$ cat config.mk
export PLATFORM = sky130hd
export DESIGN_NAME = rect_fill_unit
export DESIGN_NICKNAME = d
export VERILOG_FILES = /design/src/rtl/gpu_pkg.sv /design/src/rtl/raster_scan_counter.sv /design/src/rtl/rect_fill_unit.sv
export SDC_FILE = /design/constraint.sdc
export NUM_CORES = 1
export LEC_CHECK = 0
export BUFFER_PORTS_ARGS = -buffer_cell sky130_fd_sc_hd__buf_2
export CAP_MARGIN = 20
export CORE_ASPECT_RATIO = 0.9
export CORE_MARGIN = 2
export CORE_UTILIZATION = 30
export DETAILED_ROUTE_END_ITERATION = 8
export PLACE_DENSITY = 0.49
export REMOVE_ABC_BUFFERS = 1
export SYNTH_ARGS = -nofsm -noshare
export SYNTH_HDL_FRONTEND = slang
export SYNTH_HIERARCHICAL = 1
export SYNTH_SLANG_ARGS = --single-unit
$ cat constraint.sdc
create_clock -name clk -period 5.35 [get_ports clk]
set_clock_uncertainty 0.1 [all_clocks]
set_input_delay 0.535 -clock clk [delete_from_list [all_inputs] [get_ports clk]]
set_output_delay 0.535 -clock clk [all_outputs]
set_load 0.01 [all_outputs]
$ cat src/rtl/gpu_pkg.sv
// Shared GPU types: coordinates, colours, frame defaults and the rect-fill state encoding.
package gpu_pkg;

    typedef logic [9:0] coord_t;
    typedef logic [3:0] color_t;

    localparam int FB_WIDTH_DEF  = 640;
    localparam int FB_HEIGHT_DEF = 480;

    typedef enum logic [1:0] {
        RF_IDLE = 2'd0,
        RF_FILL = 2'd1,
        RF_DONE = 2'd2
    } rf_state_t;

    // Saturate a coordinate to lim when en is set; pass through otherwise.
    function automatic coord_t clamp_coord(input coord_t v, input coord_t lim, input logic en);
        return (en && (v > lim)) ? lim : v;
    endfunction

endpackage

$ cat src/rtl/raster_scan_counter.sv
// Raster walker over an inclusive box: loads at (x0,y0), steps x then y, flags the (x1,y1) corner.
module raster_scan_counter
    import gpu_pkg::*;
(
    input  logic   clk,
    input  logic   rst,
    input  logic   load,
    input  logic   step,
    input  coord_t x0,
    input  coord_t y0,
    input  coord_t x1,
    input  coord_t y1,
    output coord_t x,
    output coord_t y,
    output logic   last
);

    coord_t x0_r;
    coord_t x1_r;
    coord_t y1_r;

    always_ff @(posedge clk) begin
        if (rst) begin
            x <= '0;
            y <= '0;
        end else if (load) begin
            x <= x0;
            y <= y0;
        end else if (step) begin
            if (x == x1_r) begin
                x <= x0_r;
                y <= y + 1'b1;
            end else begin
                x <= x + 1'b1;
            end
        end
    end

    // Box bounds are pure data and only meaningful after a load.
    always_ff @(posedge clk) begin
        if (load) begin
            x0_r <= x0;
            x1_r <= x1;
            y1_r <= y1;
        end
    end

    assign last = (x == x1_r) && (y == y1_r);

endmodule

$ cat src/rtl/rect_fill_unit.sv
// Solid rectangle fill streaming one pixel per clock to the frame-buffer write port.
// Optional build macro RECT_FILL_CLIP_EN clamps the far corner to the visible frame.
module rect_fill_unit
    import gpu_pkg::*;
#(
    parameter int FB_WIDTH  = FB_WIDTH_DEF,
    parameter int FB_HEIGHT = FB_HEIGHT_DEF
) (
    input  logic   clk,
    input  logic   areset,
    input  logic   start,
    input  coord_t x0,
    input  coord_t y0,
    input  coord_t x1,
    input  coord_t y1,
    input  color_t color,
    output logic   busy,
    output logic   done,
    output coord_t fb_x,
    output coord_t fb_y,
    output color_t data,
    output logic   fb_we
);

`ifdef RECT_FILL_CLIP_EN
    localparam logic CLIP_ON = 1'b1;
`else
    localparam logic CLIP_ON = 1'b0;
`endif
    localparam coord_t X_LIM = coord_t'(FB_WIDTH - 1);
    localparam coord_t Y_LIM = coord_t'(FB_HEIGHT - 1);

    rf_state_t state;
    coord_t    x1_c;
    coord_t    y1_c;
    logic      empty;
    logic      last;
    logic      load;
    logic      step;

    // A clamped far corner already falls below x0/y0 when the origin lies off-frame.
    always_comb begin
        x1_c  = clamp_coord(x1, X_LIM, CLIP_ON);
        y1_c  = clamp_coord(y1, Y_LIM, CLIP_ON);
        empty = (x0 > x1_c) || (y0 > y1_c);
    end

    assign load = (state == RF_IDLE) && start && !empty;
    assign step = (state == RF_FILL) && !last;

    raster_scan_counter u_scan (
        .clk  (clk),
        .rst  (areset),
        .load (load),
        .step (step),
        .x0   (x0),
        .y0   (y0),
        .x1   (x1_c),
        .y1   (y1_c),
        .x    (fb_x),
        .y    (fb_y),
        .last (last)
    );

    always_ff @(posedge clk) begin
        if (areset) begin
            state <= RF_IDLE;
            busy  <= 1'b0;
            done  <= 1'b0;
            fb_we <= 1'b0;
            data  <= '0;
        end else begin
            case (state)
                RF_IDLE: begin
                    done <= 1'b0;
                    if (start) begin
                        busy <= 1'b1;
                        if (empty) begin
                            state <= RF_DONE;
                            done  <= 1'b1;
                        end else begin
                            state <= RF_FILL;
                            fb_we <= 1'b1;
                            data  <= color;
                        end
                    end
                end
                RF_FILL: begin
                    if (last) begin
                        state <= RF_DONE;
                        fb_we <= 1'b0;
                        done  <= 1'b1;
                    end
                end
                RF_DONE: begin
                    state <= RF_IDLE;
                    done  <= 1'b0;
                    busy  <= 1'b0;
                end
                default: begin
                    state <= RF_IDLE;
                    busy  <= 1'b0;
                    done  <= 1'b0;
                    fb_we <= 1'b0;
                end
            endcase
        end
    end

endmodule
==> run metrics, run 1 <==
slew at the pin closest to its max-slew limit=0.745 ns; clock period minus final worst setup slack=3.31 ns; number of violations reported at the end of detailed-routing iteration 0=165; area of the placeable core=11900 um^2; hold path startpoint=y1[8]; number of buffer and inverter instances along the worst setup path=3; CTS clk-pin slew, worst paths=0.05 ns; type of the worst setup path=input port to flip-flop; final global-route overflow total=0; setup slack on the worst flop-to-flop path=2.08 ns; Fmax achieved=0.302 GHz; critical path capture point type=flip-flop; cells on worst reg2reg path=11; final HPWL from detailed placement=6740 um; fraction of met3 tracks used by global routing=0.0343; CTS Hold Buffers Added=0; buffers inserted during post-CTS setup optimization=0; total via count after detailed routing=2855; number of flip-flops and latches in the synthesized netlist=59; required arrival time at the worst endpoint=5.50 ns; Async S/R FF share, synth=0; count of port buffers added during placement=73; result of the run=complete, no violations; reported net switching power=454 uW; proportion of power drawn by flip-flops and latches=0.407; total power consumption of the routed design=1.48 mW; highest ir drop seen on vdd=0.000164 V; startpoint type of the worst setup path=input port; die footprint=12900 um^2; startpoint of the lowest-slack register-to-register path=u_scan/x[1]; worst slack after detailed placement=1.68 ns; Setup Viol. Count Final=0; Die H=108 um; GR Layer Usage met1=0.201; met2 track utilization from global routing=0.241; post_cts resized=0; number of enable flip-flop cells after synthesis=30; crit path max-delay cell type=buf_4; final core area utilization=0.370; number of sinks handled by clock tree synthesis=59; source-to-sink clock delay at the later pin of the worst-skew pair=0.33 ns; cell-by-cell listing of the critical path=buf_2 -> inv_1 -> ha_1 -> a21o_1 -> a21o_1 -> a221o_1 -> a32o_2 -> nor3_4 -> buf_4 -> nor2b_1 -> nand3_1 -> nor2_1 -> a211o_1 -> a21oi_1; # nets final=494; most used flip-flop cell after synthesis=edfxtp_1; gate count of the mapped netlist=350; share of total power in the clock network=0.364; I/O pin total=74; most frequent cells in the layout=buf_2, inv_1, edfxtp_1, dfxtp_1; Synth Warn #=6; effective utilization at floorplan=0.304; most frequent standard cell in the layout excluding fill and tap cells=buf_2; via count normalized by instance count=4.84; sequential fraction of the synthesis area=0.410; Mapped Area=3610 um^2; Final Hold Viols=0; TritonCTS clock tree=done; cell mode on critical path=a21o_1; switching power as a share of total power=0.308; final routed DRC violation total=0; fraction of layout instances using a drive strength above 1=0.272; P_int=1.02 mW; number of slew-limit violations in the final report=0; length of the first detailed-routing pass in iterations=4; pin count of the biggest net entering global routing=48; crit path setup slack, layout=2.04 ns; ANT cells=0; number of nets with antenna violations after routing=0; x dimension of the die=120 um; final estimated routing congestion in global placement=0.787; CP top delay family=compound AO/OA/AOI/OAI gates; Filler Cell Count=1236; overall global routing resource usage=0.152; number of antenna violations at the first check in global routing=0; number of rows in the core area=38; Top Usage Layer GRT=met2; root buf cell=clkbuf_16; wire length of the first global-routing pass=15000 um; relative slew slack=0.503; Hold EP=u_scan/y1_r[8]; Fin Setup TNS=0 ns; clock tree buffer depth=2; Slowest Stage Delay on Critical Path=0.50 ns; LEAKAGE=1.89 nW; endpoint arrival time on the critical path=3.46 ns; layout overhead on the synthesized area=21.8%; portion of the clock cycle consumed by the worst path in the final layout=0.618; FF-to-FF End=u_scan/y[8]; average wire length per cell after detail routing=15.7 um; Combinational Power Share=0.229; number of global-route vias before repair=2881; level count of the clock H-tree=3; peak fanout along the critical path=47; setup repair after global routing missed its margin=no; Min-Delay Path Depth=1; Mean Syn Cell Area=10.3 um^2; power density over the cells=335 nW/um^2; total clock buffers created by CTS=9; distinct cell type count of the synthesized netlist=57; worst hold-check path type=input port to flip-flop; wire length after detailed routing=9240 um; number of violations of the max-capacitance limit=0
==> per-layer routing <==
metal  up-vias  share of wire  wire, um
li1       1433              -         -
met1      1352           0.48      4390
met2        56           0.47      4320
met3        14          0.037       338
met4         0          0.021       196
met5         -              0         0
==> kinds of logic after synthesis <==
group | count (synthesis) | share of synthesized area
xor+xnor | 32 | 0.0973
compound gates | 77 | 0.154
fa+ha+maj | 22 | 0.0761
buf+inv | 50 | 0.0588
mux | 8 | 0.0222
flops | 59 | 0.410
simple gates | 102 | 0.182
==> flip-flops by register name (all words and copies together) (netlist names) <==
register,cells
u_scan/y1_r,10
data,4
u_scan/y,10
u_scan/x1_r,10
busy,1
state,2
done,1
u_scan/x,10
fb_we,1
u_scan/x0_r,10
==> stage by stage <==
step / instance area [um^2] / hold slack (ns) / std cells
global route: 4400 / 0.283 / 590
global placement: 4130 / 0.357 / 574
detailed placement: 4130 / 0.357 / 574
floorplan: 3550 / 0.392 / 339
CTS: 4400 / 0.283 / 590
finish: 4400 / 0.298 / 590
==> power by group through the flow <==
| stage | Combinational, mW | Sequential, mW | Clock (mW) |
|---|---|---|---|
| final | 0.338 | 0.600 | 0.537 |
| after global routing | 0.379 | 0.609 | 0.577 |
| after global placement | 0.337 | 0.610 | 0 |
| after CTS | 0.342 | 0.602 | 0.550 |
| after detailed placement | 0.340 | 0.610 | 0 |
| after floorplan | 0.219 | 0.609 | 0 |
==> worst reg2reg max path: stages (launching register included) <==
cell     delay, ns
dfxtp_1       0.58
xnor2_2       0.20
and4_4        0.29
nand3_4       0.21
nor3_1        0.45
inv_1         0.10
and2_1        0.37
nor2b_1       0.30
nand3_1       0.13
nor2_1        0.05
a211o_1       0.29
a21oi_1       0.12
==> area by class of cell <==
cell class	instances	area, um^2	area share
Clock buffer	13	260	0.0591
Clock inverter	3	13.8	0.00313
Inverter	39	146	0.0332
Multi-Input combinational cell	241	1920	0.436
Sequential cell	59	1480	0.336
Tap cell	160	200	0.0455
Timing Repair Buffer	75	380	0.0864
==> synth_stat cells, types with 6 or more instances <==
| library cell | n | area share |
|---|---|---|
| mux2i_1 | 8 | 0.022 |
| inv_1 | 38 | 0.039 |
| o211ai_1 | 7 | 0.015 |
| a21oi_1 | 22 | 0.030 |
| a21o_1 | 10 | 0.021 |
| edfxtp_1 | 30 | 0.25 |
| ha_1 | 22 | 0.076 |
| xnor2_1 | 15 | 0.036 |
| o31a_1 | 6 | 0.015 |
| xnor2_2 | 7 | 0.031 |
| nor2_1 | 16 | 0.017 |
| nand3_1 | 10 | 0.014 |
| xor2_1 | 9 | 0.022 |
| nand4_1 | 10 | 0.017 |
| nand2b_1 | 10 | 0.017 |
| clkbuf_1 | 6 | 0.0062 |
| nand2_1 | 17 | 0.018 |
| dfxtp_1 | 29 | 0.16 |
| nor2b_1 | 6 | 0.010 |
==> worst max-delay path by stage <==
| stage | endpoint | depth (start not counted) | slack [ns] | from |
|---|---|---|---|---|
| after floorplan | u_scan/y[8] | 12 | 0.90 | y1[3] |
| after global placement | u_scan/y[8] | 14 | 1.74 | y1[3] |
| after detailed placement | u_scan/y[8] | 14 | 1.68 | y1[3] |
| after CTS | u_scan/y[8] | 14 | 2.02 | y1[3] |
| after global routing | u_scan/y[8] | 14 | 1.78 | y1[3] |
| final | u_scan/y[8] | 14 | 2.04 | y1[3] |
(Power assumes the default switching activity.)
==> run 2: changes to the inputs <==
==> constraint.sdc (replaced) <==
create_clock -name clk -period 3.2 [get_ports clk]
set_clock_uncertainty 0.1 [all_clocks]
set_input_delay 0.32 -clock clk [delete_from_list [all_inputs] [get_ports clk]]
set_output_delay 0.32 -clock clk [all_outputs]
set_load 0.01 [all_outputs]
==> run 2 against run 1 <==
Combinational power rose by 90%; sequential power is 62% higher; via count grew 2.4%; non-clock buffer count rose by 15; count of clock-buffer cells in the layout rose by 1; critical endpoint unchanged; largest cell class unchanged; highest routed layer unchanged.
==> run metrics, run 2 (synthesized netlist as in run 1, its figures left out) <==
wire length of the first global-routing pass=14900 um; total clock buffers created by CTS=9; buffers inserted during post-CTS setup optimization=0; CTS Hold Buffers Added=0; type of the worst setup path=flip-flop to flip-flop; effective utilization at floorplan=0.304; x dimension of the die=120 um; worst slack after detailed placement=0.174 ns; final estimated routing congestion in global placement=0.749; CTS clk-pin slew, worst paths=0.05 ns; LEAKAGE=1.97 nW; number of violations reported at the end of detailed-routing iteration 0=211; count of port buffers added during placement=73; power density over the cells=557 nW/um^2; length of the first detailed-routing pass in iterations=4; Die H=108 um; clock tree buffer depth=2; number of buffer and inverter instances along the worst setup path=2; relative slew slack=0.501; slew at the pin closest to its max-slew limit=0.748 ns; endpoint arrival time on the critical path=3.08 ns; startpoint of the lowest-slack register-to-register path=u_scan/y[3]; result of the run=complete, no violations; wire length after detailed routing=9630 um; Min-Delay Path Depth=1; TritonCTS clock tree=done; required arrival time at the worst endpoint=3.35 ns; die footprint=12900 um^2; I/O pin total=74; clock period minus final worst setup slack=2.93 ns; number of sinks handled by clock tree synthesis=59; Final Hold Viols=0; cells on worst reg2reg path=12; peak fanout along the critical path=13; most frequent cells in the layout=buf_2, inv_1, edfxtp_1, dfxtp_1; Post-Route Hold Slack=0.0733 ns; setup slack on the worst flop-to-flop path=0.27 ns; crit path max-delay cell type=dfxtp_1; overall global routing resource usage=0.156; via count normalized by instance count=4.83; highest ir drop seen on vdd=0.000217 V; level count of the clock H-tree=3; root buf cell=clkbuf_16; area of the placeable core=11900 um^2; cell mode on critical path=nand3_1; number of nets with antenna violations after routing=0; Fin Setup TNS=0 ns; layout overhead on the synthesized area=25.3%; final HPWL from detailed placement=7130 um; # nets final=509; hold path startpoint=y1[8]; crit path setup slack, layout=0.270 ns; portion of the clock cycle consumed by the worst path in the final layout=0.916; ANT cells=0; pin count of the biggest net entering global routing=48; average wire length per cell after detail routing=15.9 um; startpoint type of the worst setup path=flip-flop; Setup Viol. Count Final=0; CP top delay family=simple AND/OR/NAND/NOR gates; worst hold-check path type=input port to flip-flop; Hold EP=u_scan/y1_r[8]; source-to-sink clock delay at the later pin of the worst-skew pair=0.33 ns; post_cts resized=0; critical path capture point type=flip-flop; total via count after detailed routing=2923; final global-route overflow total=0; setup repair after global routing missed its margin=no; number of global-route vias before repair=2649; most frequent standard cell in the layout excluding fill and tap cells=buf_2; number of rows in the core area=38; fraction of layout instances using a drive strength above 1=0.297; number of slew-limit violations in the final report=0; total power consumption of the routed design=2.52 mW; Slowest Stage Delay on Critical Path=0.46 ns; Fmax achieved=0.341 GHz; FF-to-FF End=u_scan/y[8]; number of antenna violations at the first check in global routing=0; number of violations of the max-capacitance limit=0; final routed DRC violation total=0; cell-by-cell listing of the critical path=xor2_1 -> nor4_1 -> nand3_1 -> nor3_1 -> buf_4 -> inv_1 -> and2_1 -> nor2b_1 -> nand3_1 -> nor2_1 -> a211o_1 -> a21oi_1
[run 2: cell count changes in the layout (fill, tap and decap cells not counted)]
cell	before	now
buf_12	0	1
buf_4	2	16
clkbuf_1	2	3
clkinv_1	2	1
[run 2: worst max path at each step]
stage,slack [ns],cells after the start,from,to
6_report,0.27,12,u_scan/y[3],u_scan/y[8]
5_1_grt,0.007,12,u_scan/y[3],u_scan/y[8]
4_1_cts,0.21,12,u_scan/y[3],u_scan/y[8]
3_5_place_dp,0.17,10,x0[9],u_scan/y[1]
3_3_place_gp,0.21,12,u_scan/y[3],u_scan/y[8]
2_1_floorplan,-1.04,12,y1[3],u_scan/y[8]
[run 2: cell type report]
cell class              count  area [um^2]
multi-input cells         241         1920
clock buffers              14          264
clock inverters             2         10.0
fillers                  1239         7360
inverters                  39          146
repair buffers             90          505
well taps                 160          200
flip-flops and latches     59         1480
[run 2: worst reg2reg max path, delay by kind of cell, from the launching register on]
kind	cells	cell delay, ns
XOR/XNOR	1	0.11
buffers and inverters	2	0.20
AND/OR/NAND/NOR	7	1.57
flip-flops	1	0.46
AO/OA/AOI/OAI	2	0.41
[run 2: where the power goes]
part / internal [mW] / leakage (nW) / switching (mW) / total, mW
Combinational: 0.286 / 1.32 / 0.356 / 0.642
Clock: 0.564 / 0.137 / 0.342 / 0.906
Sequential: 0.895 / 0.518 / 0.0781 / 0.973
[run 2: metrics by stage]
stage | area, um^2 | utilization | cells
global route | 4530 | 0.381 | 605
finish | 4530 | 0.381 | 605
detailed placement | 4250 | 0.358 | 589
CTS | 4530 | 0.381 | 605
floorplan | 3550 | - | 339
global placement | 4250 | 0.358 | 589
[run 2: per-layer routing]
layer  wire length, um  vias up  share of wire  GRT usage
met2              4490       65           0.47      0.233
met1              4620     1386           0.48      0.216
met5                 0        -              0          0
met4               204        0          0.021     0.0731
met3               315       14          0.033     0.0316
li1                  -     1458              -          -
==> run 3: changes to the inputs <==
--- a/config.mk
+++ b/config.mk
@@ -11,7 +11,8 @@
 export CORE_MARGIN = 2
 export CORE_UTILIZATION = 30
 export DETAILED_ROUTE_END_ITERATION = 8
-export PLACE_DENSITY = 0.49
+export GPL_TIMING_DRIVEN = 1
+export PLACE_DENSITY = 0.51
 export REMOVE_ABC_BUFFERS = 1
 export SYNTH_ARGS = -nofsm -noshare
 export SYNTH_HDL_FRONTEND = slang
==> constraint.sdc (replaced) <==
create_clock -name clk -period 2.6 [get_ports clk]
set_clock_uncertainty 0.1 [all_clocks]
set_input_delay 0.26 -clock clk [delete_from_list [all_inputs] [get_ports clk]]
set_output_delay 0.26 -clock clk [all_outputs]
set_load 0.01 [all_outputs]
==> run 3 against run 2 <==
Hold slack worse by 0.051 ns; largest power group unchanged; wire length up 0.33%; die area did not move; setup slack worse by 0.13 ns; final cell count increased by 8.8%.
==> run metrics, run 3 (synthesized netlist as in run 1, its figures left out) <==
result of the run=complete, no violations; root buf cell=clkbuf_16; cell-by-cell listing of the critical path=xor2_1 -> nor4_2 -> nand3_1 -> nor3_2 -> buf_4 -> inv_4 -> and2_4 -> nor2b_4 -> nand3_1 -> nor2_1 -> a211o_1 -> a21oi_2; layout overhead on the synthesized area=38.8%; FF-to-FF End=u_scan/y[8]; final estimated routing congestion in global placement=0.771; critical path capture point type=flip-flop; CP top delay family=simple AND/OR/NAND/NOR gates; setup slack on the worst flop-to-flop path=0.14 ns; portion of the clock cycle consumed by the worst path in the final layout=0.947; Fin Setup TNS=0 ns; cells on worst reg2reg path=12; number of slew-limit violations in the final report=0; effective utilization at floorplan=0.304; total via count after detailed routing=3081; CTS Hold Buffers Added=0; Setup Viol. Count Final=0; number of sinks handled by clock tree synthesis=59; power density over the cells=649 nW/um^2; required arrival time at the worst endpoint=2.75 ns; number of nets with antenna violations after routing=0; most frequent cells in the layout=buf_2, buf_4, inv_1, edfxtp_1, dfxtp_1; final HPWL from detailed placement=7400 um; crit path max-delay cell type=edfxtp_1; number of buffer and inverter instances along the worst setup path=2; fraction of layout instances using a drive strength above 1=0.404; endpoint arrival time on the critical path=2.61 ns; I/O pin total=74; wire length of the first global-routing pass=15500 um; Top Metal Used=met4; via count normalized by instance count=4.68; number of violations reported at the end of detailed-routing iteration 0=162; Hold EP=u_scan/x1_r[3]; source-to-sink clock delay at the later pin of the worst-skew pair=0.33 ns; # nets final=562; type of the worst setup path=flip-flop to flip-flop; number of antenna violations at the first check in global routing=0; Min-Delay Path Depth=1; TritonCTS clock tree=done; most frequent standard cell in the layout excluding fill and tap cells=buf_2; Die H=108 um; CTS clk-pin slew, worst paths=0.06 ns; relative slew slack=0.509; slew at the pin closest to its max-slew limit=0.737 ns; LEAKAGE=2.26 nW; number of global-route vias before repair=3136; die footprint=12900 um^2; average wire length per cell after detail routing=14.7 um; Slowest Stage Delay on Critical Path=0.38 ns; final routed DRC violation total=0; Met2 Routed Length=4450 um; count of port buffers added during placement=73; clock tree buffer depth=2; met3 WL=382 um; hold path startpoint=x1[3]; Critical Path Start=u_scan/y1_r[4]; pin count of the biggest net entering global routing=39; Post-Route Hold Slack=0.0219 ns; total clock buffers created by CTS=9; setup repair after global routing missed its margin=yes; area of the placeable core=11900 um^2; x dimension of the die=120 um; startpoint of the lowest-slack register-to-register path=u_scan/y1_r[4]; total power consumption of the routed design=3.25 mW; number of violations of the max-capacitance limit=0; ANT cells=0; final global-route overflow total=0; highest ir drop seen on vdd=0.000329 V; worst hold-check path type=input port to flip-flop; cell mode on critical path=nand3_1; Final Hold Viols=0; number of rows in the core area=38; peak fanout along the critical path=5; wl on met1=4680 um; clock period minus final worst setup slack=2.46 ns; Fmax achieved=0.406 GHz; level count of the clock H-tree=3; length of the first detailed-routing pass in iterations=4; overall global routing resource usage=0.153; wire length after detailed routing=9660 um; startpoint type of the worst setup path=flip-flop
run 3: how the worst max path moves through the flow:
| stage | endpoint | cells after the start |
|---|---|---|
| after CTS | u_scan/y[8] | 12 |
| after global placement | u_scan/x[9] | 11 |
| final | u_scan/y[8] | 12 |
| after floorplan | u_scan/y[8] | 12 |
| after global routing | u_scan/y[8] | 12 |
| after detailed placement | u_scan/x[4] | 11 |
run 3: area by class of cell:
class                           count  area, um^2
Fill cell                        1200        6870
Multi-Input combinational cell    242        2000
Timing Repair Buffer              142         907
Sequential cell                    59        1480
Clock inverter                      7        53.8
Clock buffer                        9         225
Tap cell                          160         200
Inverter                           39         149
run 3: per-stage QoR:
stage / worst slack (ns) / utilization / std cells / instance area, um^2
after floorplan: -1.58 / - / 339 / 3550
after global placement: -0.154 / 0.389 / 638 / 4620
after detailed placement: -0.228 / 0.389 / 638 / 4620
after CTS: 0.00566 / 0.413 / 654 / 4910
after global routing: -0.0295 / 0.422 / 658 / 5020
final: 0.138 / 0.422 / 658 / 5020
run 3: per-layer routing:
metal	vias to the layer above	GRT usage
li1	1559	-
met1	1455	0.201
met2	59	0.247
met3	8	0.0280
met4	0	0.0647
met5	-	0
run 3: repair_timing:
action | CTS | global route
buffers inserted | 0 | 3
endpoints found under the setup margin | 8 | 24
gates resized for setup | 3 | 18
gates cloned | 0 | 1
pin swaps | 0 | 10
run 3: power breakdown:
| part | switching, mW | internal (mW) |
|---|---|---|
| Combinational | 0.498 | 0.486 |
| Clock | 0.446 | 0.648 |
| Sequential | 0.0757 | 1.10 |
